$ cat src/rtl/seq11011_rr_scheduler.sv
// Round-robin time-shared overlapping "11011" Moore detector for CHANNELS serial streams.
// One buffered bit per cycle is granted to the shared core; per-channel saturating match counters.
//
// state | meaning
// S0    | idle, no prefix seen
// S1    | seen "1"
// S2    | seen "11"
// S3    | seen "110"
// S4    | seen "1101"
// S5    | seen "11011" (match)
module seq11011_rr_scheduler #(
  parameter int CHANNELS = 4,
  parameter int CH_W     = 2,
  parameter int CNT_W    = 8
) (
  input  logic                clk,
  input  logic                rst,
  input  logic [CHANNELS-1:0] in_valid,
  input  logic [CHANNELS-1:0] in_bit,
  output logic [CHANNELS-1:0] in_ready,
  input  logic [CHANNELS-1:0] chan_clear,
  output logic                det_valid,
  output logic [CH_W-1:0]     det_ch,
  output logic                det_match,
  input  logic [CH_W-1:0]     rd_ch,
  output logic [CNT_W-1:0]    rd_count
);

  typedef enum logic [2:0] {
    S0 = 3'd0,
    S1 = 3'd1,
    S2 = 3'd2,
    S3 = 3'd3,
    S4 = 3'd4,
    S5 = 3'd5
  } state_t;

  state_t              slot     [CHANNELS];
  logic [CNT_W-1:0]    count    [CHANNELS];
  logic [CHANNELS-1:0] buf_full;
  logic [CHANNELS-1:0] buf_bit;
  logic [CH_W-1:0]     ptr;

  logic                gnt_found;
  logic                gnt;
  logic [CH_W-1:0]     gnt_ch;
  state_t              gnt_nxt;

  function automatic state_t next_state(input state_t s, input logic b);
    case (s)
      S0:      next_state = b ? S1 : S0;
      S1:      next_state = b ? S2 : S0;
      S2:      next_state = b ? S2 : S3;
      S3:      next_state = b ? S4 : S0;
      S4:      next_state = b ? S5 : S0;
      S5:      next_state = b ? S2 : S3;
      default: next_state = S0;
    endcase
  endfunction

  assign in_ready = ~buf_full;

  // first full buffer at or after ptr, wrapping
  always_comb begin
    gnt_found = 1'b0;
    gnt_ch    = '0;
    for (int k = 0; k < CHANNELS; k++) begin
      int idx;
      idx = int'(ptr) + k;
      if (idx >= CHANNELS) idx = idx - CHANNELS;
      if (!gnt_found && buf_full[idx]) begin
        gnt_found = 1'b1;
        gnt_ch    = CH_W'(idx);
      end
    end
    gnt     = gnt_found & ~chan_clear[gnt_ch];
    gnt_nxt = next_state(slot[gnt_ch], buf_bit[gnt_ch]);
  end

  always_ff @(posedge clk) begin
    if (rst) begin
      for (int i = 0; i < CHANNELS; i++) begin
        slot[i]  <= S0;
        count[i] <= '0;
      end
      buf_full  <= '0;
      buf_bit   <= '0;
      ptr       <= '0;
      det_valid <= 1'b0;
      det_ch    <= '0;
      det_match <= 1'b0;
      rd_count  <= '0;
    end else begin
      for (int i = 0; i < CHANNELS; i++) begin
        if (chan_clear[i]) begin
          // a bit accepted into an empty buffer survives the clear
          slot[i]     <= S0;
          count[i]    <= '0;
          buf_full[i] <= in_valid[i] & ~buf_full[i];
          if (in_valid[i] && !buf_full[i]) buf_bit[i] <= in_bit[i];
        end else if (gnt && gnt_ch == CH_W'(i)) begin
          slot[i]     <= gnt_nxt;
          buf_full[i] <= 1'b0;
          if (gnt_nxt == S5 && count[i] != {CNT_W{1'b1}}) count[i] <= count[i] + CNT_W'(1);
        end else if (in_valid[i] && !buf_full[i]) begin
          buf_full[i] <= 1'b1;
          buf_bit[i]  <= in_bit[i];
        end
      end

      if (gnt) begin
        ptr       <= (gnt_ch == CH_W'(CHANNELS - 1)) ? '0 : gnt_ch + CH_W'(1);
        det_valid <= 1'b1;
        det_ch    <= gnt_ch;
        det_match <= (gnt_nxt == S5);
      end else begin
        det_valid <= 1'b0;
      end

      rd_count <= (int'(rd_ch) < CHANNELS) ? count[rd_ch] : '0;
    end
  end

endmodule

$ cat config.mk
export PLATFORM = sky130hd
export DESIGN_NAME = seq11011_rr_scheduler
export DESIGN_NICKNAME = d
export VERILOG_FILES = /design/src/rtl/seq11011_rr_scheduler.sv
export SDC_FILE = /design/constraint.sdc
export NUM_CORES = 1
export LEC_CHECK = 0
export BUFFER_PORTS_ARGS = -buffer_cell sky130_fd_sc_hd__buf_2
export CAP_MARGIN = 20
export CORE_MARGIN = 4
export CORE_UTILIZATION = 64
export CTS_BUF_LIST = sky130_fd_sc_hd__clkbuf_16
export CTS_CLUSTER_DIAMETER = 150
export DETAILED_ROUTE_END_ITERATION = 10
export PLACE_DENSITY = 0.85
export SLEW_MARGIN = 5
export SYNTH_ARGS = -nofsm -noshare
export SYNTH_HDL_FRONTEND = slang
export SYNTH_SLANG_ARGS = --single-unit
export TNS_END_PERCENT = 30
$ cat constraint.sdc
create_clock -name clk -period 7.54 [get_ports clk]
set_input_delay 1.885 -clock clk [delete_from_list [all_inputs] [get_ports clk]]
set_output_delay 1.885 -clock clk [all_outputs]
set_load 0.01 [all_outputs]
# Word level (Yosys, flattened, before mapping)
# Memories as Yosys holds them, arrays and structs flattened. A register that Yosys moved wholly into a read port is not among the register bits.
# Index checks and enable logic that the tools add are counted.
[op_classes] add_sub_neg=12 order_cmp=9 eq_ne=17 mux=126 n_bitwise=27 n_reduce_logical=29
[ops] op="32-bit by 4-bit < comparator with 1-bit output (second input constant)" count=4
[ops] op="32-bit 2-to-1 mux" count=4
[ops] op="1-bit 2-to-1 mux" count=91
[ops] op="8-bit 2-to-1 mux" count=8
[ops] op="8-bit by 1-bit adder with 8-bit output (second input constant)" count=4
[ops] op="8-bit != test (second input constant)" count=4
[ops] op="3-bit 2-to-1 mux" count=10
[ops] op="1-bit bitwise OR" count=16
[ops] op="1-bit logical AND" count=15
[ops] op="3-bit case mux with 5 select lines" count=1
[ops] op="1-bit binary-select mux with 2-bit select" count=6
[ops] op="2-bit 2-to-1 mux" count=6
[ops] op="3-bit nonzero test" count=4
[ops] op="3-bit by 3-bit subtractor with 4-bit output (second input constant)" count=3
[ops] op="3-bit equality test (second input constant)" count=3
[ops] op="3-bit >= comparator (second input constant)" count=3
[ops] op="2-bit != test (second input constant)" count=4
[ops] op="1-bit logical NOT" count=7
[ops] op="2-bit by 2-bit adder with 3-bit output (second input constant)" count=2
[ops] op="3-bit by 2-bit equality test with 1-bit output (second input constant)" count=2
[ops] op="1-bit bitwise AND" count=5
[ops] op="1-bit NOT" count=5
[ops] op="2-bit equality test (second input constant)" count=2
[ops] op="4-bit NOT" count=1
[ops] op="10 further kinds" count=10
[totals] regBits=14 mem_bits_rw=44 elab_cells=234 memories=2
[mem_list] name="count" depth=4 word_bits=8 read_ports=5 rd_ports_with_merged_regs=1 wr=4 line_no="39" text="logic [CNT_W-1:0] count [CHANNELS];"
[mem_list] name="slot" depth=4 word_bits=3 read_ports=1 rd_ports_with_merged_regs=0 wr=4 line_no="38" text="state_t slot [CHANNELS];"

# Longest topological paths before layout
[depth] word_depth=27 mapped_depth=11

# Least setup slack after synthesis
# OpenSTA, ideal clock, no wires.
[synth_path] path_type="input-to-reg" from="in chan_clear[2]" to="mem count[1][0], enable pin" t_arrival_ps=3473 t_required_ps=7153 setup_slack_ps=3680 stages=6 path_buffers=2 cell_sequence="nor3_1 or3_1 buf_4 nand3_1 buf_4 o31ai_1"
[synth_rtl] item="start: declaration" line_no="21" text="input logic [CHANNELS-1:0] chan_clear,"
[synth_rtl] item="end: declaration" line_no="39"

==> results.md <==
- Seq/Total Area, Yosys: 0.4668
- Die height: 84.79 um
- Tot GR Track Use: 0.2564
- Worst Skew: 10.26 ps
- CP required: 7570 ps
- Multiplexer share of the synthesized area: 0.06101
- Tmin final: 4233 ps
- CTS Buf Count: 9
- Mean Syn Cell Area: 10.94 um^2
- Vias/cell: 6.569
- Post-synth EDFFs: 44
- Antenna fix cells: 0
- Pins over their slew limit: 0
- Port bufs: 31
- Synth top area share: 0.3501
- #FFs+latches synth: 66
- First-pass GRT wire length: 14.49 mm
- Adder and majority cell fraction of the synthesized area: 0.02653
- Status: completed
- VDD IR max: 152.7 uV
- Setup TNS: 0 ps
- Nature of the critical path startpoint: primary input
- Critical path fanouts, max: 12
- Leak Pwr: 0.001525 uW
- Max clock buf depth: 2
- Slew @ Worst Pin: 898.7 ps
- Synthesized Nets: 369
- DRC Markers: 0
- Vias in the first global route: 2,878
- Grt ovf: 0
- Crit path from: chan_clear[2]
- Yosys warns: 0
- Largest family of logic cells by synthesized area: simple AND/OR/NAND/NOR gates
- Ys async rst share: 0
- Io pins: 32
- Post-Synth Simple-Gate Area: 0.2162
- Final hold violations: 0
- Detailed placement HPWL: 6.448 mm
- Routed via count: 2,956
- Mapped Cells: 345
- Fmax: 236.3 MHz
- Top post-synthesis cells by area: edfxtp_1 35%, dfxtp_1 12%, mux4_2 4.8%
- Final Cycle Share: 0.5614
- Iter 0 DRT Violations: 366
- Max_cap viols: 0
- P per Cell Area: 262.9 nW/um^2
- Number of nets in the layout: 398
- Arrival time at the worst endpoint: 4260 ps
- Clock slew at reported path FFs: 50 ps
- Post-Route WL: 8.761 mm
- Layout area overhead: 11.60%
- Worst hold start: det_ch[0]
- Post-route ant nets: 0
- Setup-failing EPs final: 0
- Initial antenna violation count: 0
- Crit. End Element: register
- Post-CTS sizing: 0
- Largest net degree at the start of global routing: 32
- Post-synth top flop: edfxtp_1
- Netlist cell types: 59
- DRT Pass-1 Iters: 5
- H-tree depth: 3
- Root buffer cell: clkbuf_16
- Pre-CTS WS: 2784 ps
- Post-route setup slack: 3307 ps
- Die Area: 7189 um^2
- Layout cells sized above 1: 0.2222
- Post-Synth XOR/XNOR Area: 0.05338
- Placer congestion estimate: 0.9832
- Cell Rows: 27
- Synthesized cell area: 3774 um^2
- Core Box Area: 5608 um^2
- Setup Fix Bufs, Post-CTS: 0
- Hold/Removal Path Class: reg2reg
- Starting Density: 0.6729
- # hold bufs at CTS: 0
- Area leader, netlist: edfxtp_1
- Worst skew pair latency: 330 ps
- DR WL/cell: 19.47 um
- Die X-Extent: 84.79 um
- Slew HR: 0.3976
- Critical path type: in2reg
- Clock Sinks: 66
- RSZ-0062 raised after global routing: false
- Worst r2r src: buf_full[1]
- CTS tree: yes
- Post-synthesis compound-gate area fraction: 0.1356
==> worst max-delay path: stages <==
cell and delay [ps]:
buf_2 130, nor3_1 390, or3_1 460, nand3_1 490, o31ai_1 620, clkbuf_2 270
==> path summary, 6_finish.rpt <==
path | end | cells past startpoint | slack (ps)
min reg2reg | det_ch[0] | 2 | 460
min | det_ch[0] | 2 | 460
max reg2reg | count[1][0] | 9 | 3700
max | count[1][0] | 6 | 3310
==> sequential cells by signal (all words and copies together) (netlist names) <==
register / count
count: 32
slot: 12
rd_count: 8
buf_bit: 4
buf_full: 4
det_ch: 2
ptr: 2
det_match: 1
det_valid: 1
==> synth_stat cells, types with 2 or more instances <==
cell,n
o2bb2ai_1,2
nor4_2,5
nor2_1,17
a211oi_2,2
buf_2,7
xnor2_1,13
a21boi_1,5
nor4_1,14
nand2_1,17
clkbuf_1,5
inv_1,14
dfxtp_1,22
a211oi_1,5
o21ai_0,9
a2111oi_0,2
edfxtp_1,44
o31ai_1,3
a211o_1,3
nand2b_1,8
a21oi_2,4
and3_1,11
nand3_1,26
buf_4,3
inv_4,2
mux2i_1,5
ha_1,8
buf_1,2
nor2b_1,14
a21oi_1,4
o311a_1,3
a211oi_4,2
mux4_2,8
nor3_1,21
xor2_1,10
==> kinds of logic (layout without fill, tap and decap cells) <==
group	Yosys count	count (layout)
and+or+nand+nor	143	143
DFF	66	66
AOI/OAI and AO/OA	58	58
buffers and inverters	34	67
xor gates and xnor gates	23	23
muxes	13	13
adders and majority gates	8	8
==> area by class of cell <==
cell class                      count  area [um^2]
Inverter                           17        68.82
Clock buffer                        9        225.2
Sequential cell                    66         1762
Timing Repair Buffer               35        177.7
Multi-Input combinational cell    245         1859
Clock inverter                      6        28.78
Tap cell                           72        90.09
Fill cell                         369         1396
==> per-stage QoR <==
step | power [uW] | std cells | util | cell area, um^2 | hold slack (ps)
floorplan | 670.3 | 345 | - | 3774 | 445.3
global placement | 734.8 | 432 | 0.7030 | 3943 | 437.6
detailed placement | 742.5 | 432 | 0.7030 | 3943 | 452.4
CTS | 1097 | 447 | 0.7483 | 4197 | 462.4
global route | 1153 | 450 | 0.7510 | 4212 | 483.3
finish | 1107 | 450 | 0.7510 | 4212 | 460.1
==> metal layers <==
metal,part of all wire,track usage,up-vias
met5,0,0,-
met1,0.42,0.3574,1369
met3,0.096,0.05201,35
met4,0.031,0.1151,0
li1,-,-,1364
met2,0.45,0.3879,188
==> placed cells by master, fill, tap and decap left out, types with 3 or more instances in the layout <==
master     instances
o311a_1            3
edfxtp_1          44
nor4_2             5
nor3_1            21
a21oi_1            4
nand2b_1           8
a21boi_1           5
xnor2_1           13
nor2b_1           14
and3_1            11
dfxtp_1           22
mux2i_1            5
nor2_1            17
ha_1               8
inv_1             16
buf_2             33
a211o_1            3
clkbuf_16          9
o31ai_1            3
nand2_1           17
a211oi_1           5
nor4_1            14
xor2_1            10
o21ai_0            9
a21oi_2            4
mux4_2             8
nand3_1           26
==> report_power, final <==
part           internal (uW)  leakage, uW  total, uW  switching [uW]
combinational            102     0.000722        305             203
sequential               417     0.000672        444            27.5
clock                    215     0.000131        357             142
total                    734      0.00153       1110             373
Note: power is estimated with default switching activity, not from simulation.
